--- src/rtl/display_pkg.sv ---
// Shared types and constants for the multiplexed 7-segment display controller
// and its iterative binary-to-BCD converter.
package display_pkg;

    typedef enum logic {IDLE, CONV} conv_state_t;

    typedef logic [3:0] bcd_digit_t;

    localparam bcd_digit_t BLANK_CODE = 4'hF;
    localparam int         NUM_DIGITS = 4;
    localparam int         CONV_ITERS = 10;

    // Double-dabble correction: a nibble of 5 or more would overflow past 9
    // after the next doubling, so pre-add 3 to carry into the next digit.
    function automatic bcd_digit_t add3_adjust(input bcd_digit_t d);
        return (d >= 4'd5) ? bcd_digit_t'(d + 4'd3) : d;
    endfunction

endpackage

--- src/rtl/bcd_shift_add3.sv ---
// Iterative shift-add-3 binary-to-BCD converter. done and bcd are presented
// combinationally on the final iteration so the caller can commit on that edge.
module bcd_shift_add3
    import display_pkg::*;
#(
    parameter int WIDTH = 10
) (
    input  logic             clk,
    input  logic             rst,
    input  logic             start,
    input  logic [WIDTH-1:0] num_bin,
    output logic             done,
    output logic [15:0]      bcd
);

    localparam logic [3:0] ITER_LAST = 4'(CONV_ITERS - 1);

    logic [WIDTH-1:0] bin_reg;
    logic [15:0]      bcd_reg;
    logic [3:0]       iter_reg;
    logic             run_reg;

    logic [15:0]      adj;
    logic [15:0]      bcd_next;
    logic [WIDTH-1:0] bin_next;

    generate
        for (genvar gi = 0; gi < NUM_DIGITS; gi++) begin : g_adj
            assign adj[gi*4 +: 4] = add3_adjust(bcd_reg[gi*4 +: 4]);
        end
    endgenerate

    assign {bcd_next, bin_next} = {adj, bin_reg} << 1;

    assign done = run_reg && (iter_reg == ITER_LAST);
    assign bcd  = bcd_next;

    always_ff @(posedge clk or posedge rst) begin
        if (rst) begin
            bin_reg  <= '0;
            bcd_reg  <= '0;
            iter_reg <= '0;
            run_reg  <= 1'b0;
        end else if (start) begin
            bin_reg  <= num_bin;
            bcd_reg  <= '0;
            iter_reg <= '0;
            run_reg  <= 1'b1;
        end else if (run_reg) begin
            bin_reg  <= bin_next;
            bcd_reg  <= bcd_next;
            iter_reg <= iter_reg + 4'd1;
            if (done) begin
                run_reg <= 1'b0;
            end
        end
    end

endmodule

--- src/rtl/display_scan_controller.sv ---
// Accepts a binary value, converts it to BCD, commits it atomically to the
// display register and time-multiplexes the four digits onto the anodes.
module display_scan_controller
    import display_pkg::*;
#(
    parameter int PRESCALE = 50000,
    parameter int WIDTH    = 10
) (
    input  logic             clk,
    input  logic             rst,
    input  logic             load_valid,
    output logic             load_ready,
    input  logic [WIDTH-1:0] num_bin,
    input  logic             blank_lz,
    output logic             busy,
    output logic [3:0]       digit,
    output logic [3:0]       anodes
);

    localparam int         PW         = (PRESCALE > 1) ? $clog2(PRESCALE) : 1;
    localparam logic [PW-1:0] PRESC_LAST = PW'(PRESCALE - 1);

    conv_state_t   state_reg;
    logic [15:0]   display_reg;
    logic [PW-1:0] presc_reg;
    logic [1:0]    slot_reg;

    logic          accept;
    logic          conv_done;
    logic [15:0]   conv_bcd;

    assign load_ready = (state_reg == IDLE);
    assign busy       = ~load_ready;
    assign accept     = load_valid && load_ready;

    bcd_shift_add3 #(.WIDTH(WIDTH)) u_conv (
        .clk     (clk),
        .rst     (rst),
        .start   (accept),
        .num_bin (num_bin),
        .done    (conv_done),
        .bcd     (conv_bcd)
    );

    always_ff @(posedge clk or posedge rst) begin
        if (rst) begin
            state_reg   <= IDLE;
            display_reg <= '0;
        end else begin
            case (state_reg)
                IDLE: if (accept) state_reg <= CONV;
                CONV: if (conv_done) begin
                    display_reg <= conv_bcd;
                    state_reg   <= IDLE;
                end
                default: state_reg <= IDLE;
            endcase
        end
    end

    // Scanning is free-running and never waits on the conversion FSM.
    always_ff @(posedge clk or posedge rst) begin
        if (rst) begin
            presc_reg <= '0;
            slot_reg  <= '0;
        end else if (presc_reg == PRESC_LAST) begin
            presc_reg <= '0;
            slot_reg  <= slot_reg + 2'd1;
        end else begin
            presc_reg <= presc_reg + PW'(1);
        end
    end

    bcd_digit_t disp_digits [NUM_DIGITS];
    logic [NUM_DIGITS-1:0] upper_zero;

    // upper_zero[k]: this digit and every more-significant digit are zero.
    generate
        for (genvar gi = 0; gi < NUM_DIGITS; gi++) begin : g_digits
            assign disp_digits[gi] = display_reg[gi*4 +: 4];
            assign upper_zero[gi]  = (display_reg[4*NUM_DIGITS-1 : gi*4] == '0);
        end
    endgenerate

    always_comb begin
        digit  = disp_digits[slot_reg];
        anodes = ~(4'b0001 << slot_reg);
        if (blank_lz && (slot_reg != 2'd0) && upper_zero[slot_reg]) begin
            digit  = BLANK_CODE;
            anodes = 4'b1111;
        end
    end

endmodule

--- config.mk ---
export PLATFORM = sky130hd
export DESIGN_NAME = display_scan_controller
export DESIGN_NICKNAME = d
export VERILOG_FILES = /design/src/rtl/display_pkg.sv /design/src/rtl/bcd_shift_add3.sv /design/src/rtl/display_scan_controller.sv
export SDC_FILE = /design/constraint.sdc
export NUM_CORES = 1
export LEC_CHECK = 0
export CAP_MARGIN = 20
export CELL_PAD_IN_SITES_DETAIL_PLACEMENT = 1
export CELL_PAD_IN_SITES_GLOBAL_PLACEMENT = 2
export CORE_MARGIN = 5
export CORE_UTILIZATION = 40
export DETAILED_ROUTE_END_ITERATION = 6
export PLACE_DENSITY_LB_ADDON = 0.3
export SLEW_MARGIN = 10
export SYNTH_ARGS = -nofsm -noshare
export SYNTH_HDL_FRONTEND = slang
export SYNTH_SLANG_ARGS = --single-unit
--- constraint.sdc ---
create_clock -name clk -period 5 [get_ports clk]
set_input_delay 0.5 -clock clk [delete_from_list [all_inputs] [get_ports clk]]
set_output_delay 0.5 -clock clk [all_outputs]
set_load 0.1 [all_outputs]
=== Word-level counts from Yosys, hierarchy flattened ===
Cells that the tools add are included.

* Bits in registers: 66
* Input port bits: 14
* Output and inout bits: 10
* Word-level logic and storage cells: 61

* Add/sub/neg operators: 7
* Order comparisons: 6
* Equal/unequal tests: 2
* Shifts and indexed selects: 1
* Mux-type cells: 23
* Bitwise gates (word level): 3
* Reductions and logical operators: 11

{| class="wikitable"
|+ Operators with widths
! cell !! number
|-
| $mux 16 || 3
|-
| $mux 4 || 9
|-
| $mux 10 || 2
|-
| $add 16x1->16 const B || 1
|-
| $eq 16x16->1 const B || 1
|-
| $ge 4x3->1 const B || 4
|-
| $logic_not 16->1 || 1
|-
| $add 4x2->4 const B || 3
|-
| $logic_not 12->1 || 1
|-
| $bmux 4 s2 || 1
|-
| $logic_not 8->1 || 1
|-
| $mux 1 || 5
|-
| $add 4x1->4 const B || 1
|-
| $eq 4x4->1 const B || 1
|-
| $logic_and 1x1->1 || 4
|-
| $logic_not 4->1 || 1
|-
| $not 4->4 || 1
|-
| $reduce_bool 2->1 || 2
|-
| $shl 1x2->4 const A || 1
|-
| $add 3x2->3 const B || 1
|-
| $ge 3x3->1 const B || 1
|-
| $lt 2x3->1 const B || 1
|-
| $mux 3 || 1
|-
| $not 2->3 || 1
|-
| other kinds (5) || 5
|}

=== Depth between registers and ports, before layout ===
* Word-level depth: 5
* Mapped depth: 8
* Depth with buffers taken out: 6

=== Modules after synthesis ===
A second synthesis with hierarchy kept.

* Cell total of the unflattened synthesis: 348
* Area, all modules: 3568.4 sq um

{| class="wikitable"
|+ By module, submodules not included
! module !! times used !! cells an instance !! area each (sq um) !! seq. area each (sq um)
|-
| bcd_shift_add3 || 1 || 201 || 1840.5 || 775.7
|-
| display_scan_controller || 1 || 147 || 1727.9 || 875.8
|}

=== Worst setup path before layout ===
Ideal clock, no wire load.

* Path kind: reg2out
* From: register slot_reg[0]
* To: output port anodes[1]
* Arrival: 2.297 ns
* Required time: 4.500 ns
* Setup slack: 2.203 ns
* Stages on the path, launching flop included: 7
* Buffers on the path: 1
* Path through: dfrtp_1 > clkbuf_1 > inv_1 > ha_1 > nand3b_1 > a211oi_1 > nand2b_1

* Cells in the longest elaborated chain, start to end: 4
* Elaborated cells between the ends (all ways): 8
* Those cells by class: shift: 1; mux: 3; bitwise: 1; reduce/logical: 3

{| class="wikitable"
|+ RTL lines
! element !! RTL line !! text
|-
| start, declared || display_scan_controller.sv:26 || <nowiki>logic [1:0] slot_reg;</nowiki>
|-
| start signal, assigned || display_scan_controller.sv:68 || <nowiki>slot_reg <= slot_reg + 2'd1;</nowiki>
|-
| $bmux 1 s2 / $reduce_bool 2->1 (equally long branches) || display_scan_controller.sv:88 || <nowiki>if (blank_lz && (slot_reg != 2'd0) && upper_zero[slot_reg]) begin</nowiki>
|-
| $mux 1 (not written as such) / $logic_and 1x1->1 (equally long branches) || display_scan_controller.sv:88 ||
|-
| $logic_and 1x1->1 || display_scan_controller.sv:88 ||
|-
| $mux 4 * || display_scan_controller.sv:88 ||
|-
| end, declared || display_scan_controller.sv:17 || <nowiki>output logic [3:0] anodes</nowiki>
|}

Every way passes the cells marked *; elsewhere a longest branch is shown, timed or not. The select of a mux whose other input is x is not followed.

=== Worst setup path after layout ===
* From: register slot_reg[0]
* To: output port digit[2]

* Cells in the longest elaborated chain, start to end: 5
* Elaborated cells between the ends (all ways): 10
* Those cells by class: mux: 6; bitwise: 1; reduce/logical: 3

{| class="wikitable"
|+ RTL lines
! element !! RTL line !! text
|-
| $not 2->3 (not written as such) || display_scan_controller.sv:86 || <nowiki>digit = disp_digits[slot_reg];</nowiki>
|-
| $bmux 4 s2 || display_scan_controller.sv:86 ||
|-
| $mux 4 (not written as such) (2 in a row) || display_scan_controller.sv:86 ||
|-
| $mux 4 * || display_scan_controller.sv:88 ||
|-
| end, declared || display_scan_controller.sv:16 || <nowiki>output logic [3:0] digit,</nowiki>
|}

Marks and branches as above.

==> flow_metrics.tcl <==
set metrics [dict create \
    vias_cell 5.255 \
    fraction_of_final_layout_cells_sized_beyond_drive_strength_1_pct 9.661 \
    ys_types 41 \
    detailed_place.area_um2 3815 \
    power_density_nw_per_um2 573.8 \
    setup_violations 0 \
    post_dp_hpwl_um 5205 \
    switchingPower_uw 942.8 \
    grt_overflow 0 \
    cts-hold-fix-buffers 0 \
    die_area_um2 10720 \
    worst_setup_path_start_kind "register" \
    initial_core_util_pct 40.51 \
    design.core.area_um2 8636 \
    ctsResizeCount 0 \
    post-layout-total-power_uw 2319 \
    port-buffer-count 23 \
    setup_tns_ns 0 \
    first_global_vias 2649 \
    grt_max_degree 53 \
    synthesized_area_um2 3498 \
    synth.yosys.seq_area_share_pct 47.21 \
    die_h_um 103.5 \
    finalNetCount 408 \
    antennaDiodeCount 0 \
    synth_fp_nets 390 \
    cell_internal_pwr_uw 1376 \
    post-cts-setup-buffer-count 0 \
    synth_area_per_cell_um2 9.718 \
    drc 0 \
    placed_cells 475 \
    worstPathMaxFanout 7 \
    clock_path_buffers 2 \
    max_cap_viol_count 0 \
    most_used_cells_in_the_layout_excluding_fill_and_tap_cells "66 x sky130_fd_sc_hd__dfrtp_1, 42 x sky130_fd_sc_hd__nand2_1, 30 x sky130_fd_sc_hd__o21ai_0" \
    critPathCaptureType "output port" \
    antenna_found_initial 0 \
    drt-pass1-iter-count 4 \
    detail_route.wirelength_um 7376 \
    detailedRoute.firstIterationViolations 66 \
    growth_of_design_area_from_synthesis_to_finish_pct 15.52 \
    clockRootBuffer "sky130_fd_sc_hd__clkbuf_8" \
    fin_cells 491 \
    pin_count 24 \
    timing_worst_slew_pin_value_ns 0.9686 \
    share_clk_of_total_power_pct 22.2 \
    clk_skew_ns 0.01454 \
    synth-seq-cells 66 \
    p_comb_share_pct 40.0 \
    clock_input_transition_at_the_sequential_cells_of_the_worst_setup_and_hold_paths_ns 0.08 \
    layout_commonest_cell "sky130_fd_sc_hd__dfrtp_1" \
    grt_pass1_wl_um 13180 \
    htree_levels 3 \
    highest_achievable_clock_rate_ghz 0.2721 \
    ys_warn_count 0 \
    final_design_area_no_fill_um2 4041 \
    track_usage_pct 14.74 \
    clk_sink_count 66 \
    crit_type "register to output port" \
    power.share.switching_pct 40.66 \
    worst_ir_drop_vdd_mv 0.3660 \
    place.gp.congestion 0.7703 \
    worst_ep_required_time_ns 4.50 \
    worst_ep_arrival_time_ns 3.18 \
    fp-row-count 34 \
    run_status "complete, no violations" \
    timing_max_transition_violations_final 0 \
    proportion_of_power_drawn_by_flip_flops_and_latches_pct 37.9 \
    total_leakage_power_uw 0.001755 \
    ant_nets 0 \
    post-route-util_pct 46.80 \
    min_period_over_period_pct 73.50 \
    period_minus_slack_ns 3.675 \
    routed-via-count 2580 \
    routedWlPerCell_um 15.02 \
    final_hold_viol_count 0 \
    post_syn_instances 360 \
    clk_latency_ns 0.34 \
    min-delay-path-class "input pin to asynchronous set/reset pin" \
    timing.slew.headroom_pct 35.22 \
    die_x_um 103.5 \
    grt_setup_unrepaired "false" \
    cts_bufs_inserted 9 \
    cts_tree "done" \
]
==> final timing paths <==
check / slack [ns] / to / start / cells after the start
setup / recovery: 1.32 / digit[2] / slot_reg[0] / 6
setup reg to reg: 3.14 / u_conv.bcd_reg[9] / busy / 4
hold reg to reg: 0.49 / presc_reg[0] / presc_reg[0] / 1
max in group asynchronous: 3.59 / display_reg[4] / rst / 3
hold / removal: 0.43 / u_conv.iter_reg[2] / rst / 2
min in group clk: 0.49 / presc_reg[0] / presc_reg[0] / 1
==> cells in the mapped netlist <==
library cell,count,share of area (%)
sky130_fd_sc_hd__ha_1,16,5.7
sky130_fd_sc_hd__dfrtp_1,66,47
sky130_fd_sc_hd__o22ai_1,4,0.72
sky130_fd_sc_hd__or4_4,1,0.32
sky130_fd_sc_hd__nand3b_1,3,0.64
sky130_fd_sc_hd__and3_1,1,0.18
sky130_fd_sc_hd__a21oi_1,17,2.4
sky130_fd_sc_hd__or2_0,1,0.18
sky130_fd_sc_hd__nand4_4,1,0.61
sky130_fd_sc_hd__and4_4,1,0.32
sky130_fd_sc_hd__and2_1,4,0.72
sky130_fd_sc_hd__nand2b_1,13,2.3
sky130_fd_sc_hd__nor2_1,24,2.6
sky130_fd_sc_hd__nor3_1,6,0.86
sky130_fd_sc_hd__a211oi_1,9,1.9
sky130_fd_sc_hd__o21ai_0,30,4.3
sky130_fd_sc_hd__nand4_1,4,0.72
sky130_fd_sc_hd__nor4_2,1,0.36
sky130_fd_sc_hd__xnor2_1,11,2.8
sky130_fd_sc_hd__nor3b_1,4,0.86
sky130_fd_sc_hd__or2_2,5,0.89
sky130_fd_sc_hd__mux2_2,1,0.32
sky130_fd_sc_hd__nor2b_1,9,1.6
sky130_fd_sc_hd__o31ai_1,5,1.1
sky130_fd_sc_hd__buf_1,2,0.21
sky130_fd_sc_hd__xor2_1,9,2.3
sky130_fd_sc_hd__a2111oi_0,4,1.0
sky130_fd_sc_hd__buf_2,2,0.29
sky130_fd_sc_hd__a21oi_2,1,0.25
sky130_fd_sc_hd__a21o_1,1,0.21
sky130_fd_sc_hd__mux4_2,4,2.6
sky130_fd_sc_hd__nand2_1,42,4.5
sky130_fd_sc_hd__buf_4,1,0.21
sky130_fd_sc_hd__mux2i_1,10,2.9
sky130_fd_sc_hd__clkbuf_1,15,1.6
sky130_fd_sc_hd__nor4_1,4,0.72
sky130_fd_sc_hd__or3_1,1,0.18
sky130_fd_sc_hd__inv_1,16,1.7
sky130_fd_sc_hd__and4_1,1,0.25
sky130_fd_sc_hd__nand3_1,9,1.3
sky130_fd_sc_hd__nor4b_1,1,0.25
==> worst max-delay path, cell delays in order (launching register included) <==
cell and delay [ns]:
sky130_fd_sc_hd__dfrtp_1 0.53, sky130_fd_sc_hd__inv_1 0.18, sky130_fd_sc_hd__ha_1 0.23, sky130_fd_sc_hd__nand3b_1 0.15
sky130_fd_sc_hd__a211oi_1 0.42, sky130_fd_sc_hd__or2_2 0.20, sky130_fd_sc_hd__clkdlybuf4s50_1 1.12
==> area by class of cell <==
| cell class | count | area (µm²) |
|---|---|---|
| fill | 979 | 4594 |
| inverter | 16 | 60.06 |
| timing repair buffer | 27 | 260.3 |
| clock buffer | 10 | 137.6 |
| sequential | 66 | 1652 |
| multi-input combinational | 258 | 1708 |
| clock inverter | 6 | 88.84 |
| tap | 108 | 135.1 |
==> power by group through the flow <==
stage	Combinational (µW)	Clock, µW	Sequential, µW
floorplan	765	0	826
global placement	912	0	876
detailed placement	940	0	888
CTS	945	528	878
global route	1050	558	906
finish	927	514	878
==> per-layer routing <==
metal	global-route usage [%]	vias to the layer above	wire [µm]
met5	0	-	0
met4	4.217	0	46
met3	4.042	6	249
met2	21.72	32	3324
met1	21.21	1265	3755
li1	-	1277	-
==> through the flow <==
step	setup slack [ns]	hold slack, ns
5_1_grt	1.058	0.4488
2_1_floorplan	2.203	0.4461
4_1_cts	1.255	0.4346
6_report	1.325	0.4331
3_3_place_gp	1.725	0.4763
3_5_place_dp	1.634	0.4775
==> cells by family after synthesis <==
| group | share of synthesized area [%] |
|---|---|
| buffers and inverters | 4.042 |
| muxes | 5.758 |
| xor gates and xnor gates | 5.007 |
| AOI/OAI and AO/OA | 11.91 |
| adders and majority gates | 5.722 |
| DFF | 47.21 |
| and+or+nand+nor | 20.35 |
(Power assumes the default switching activity.)
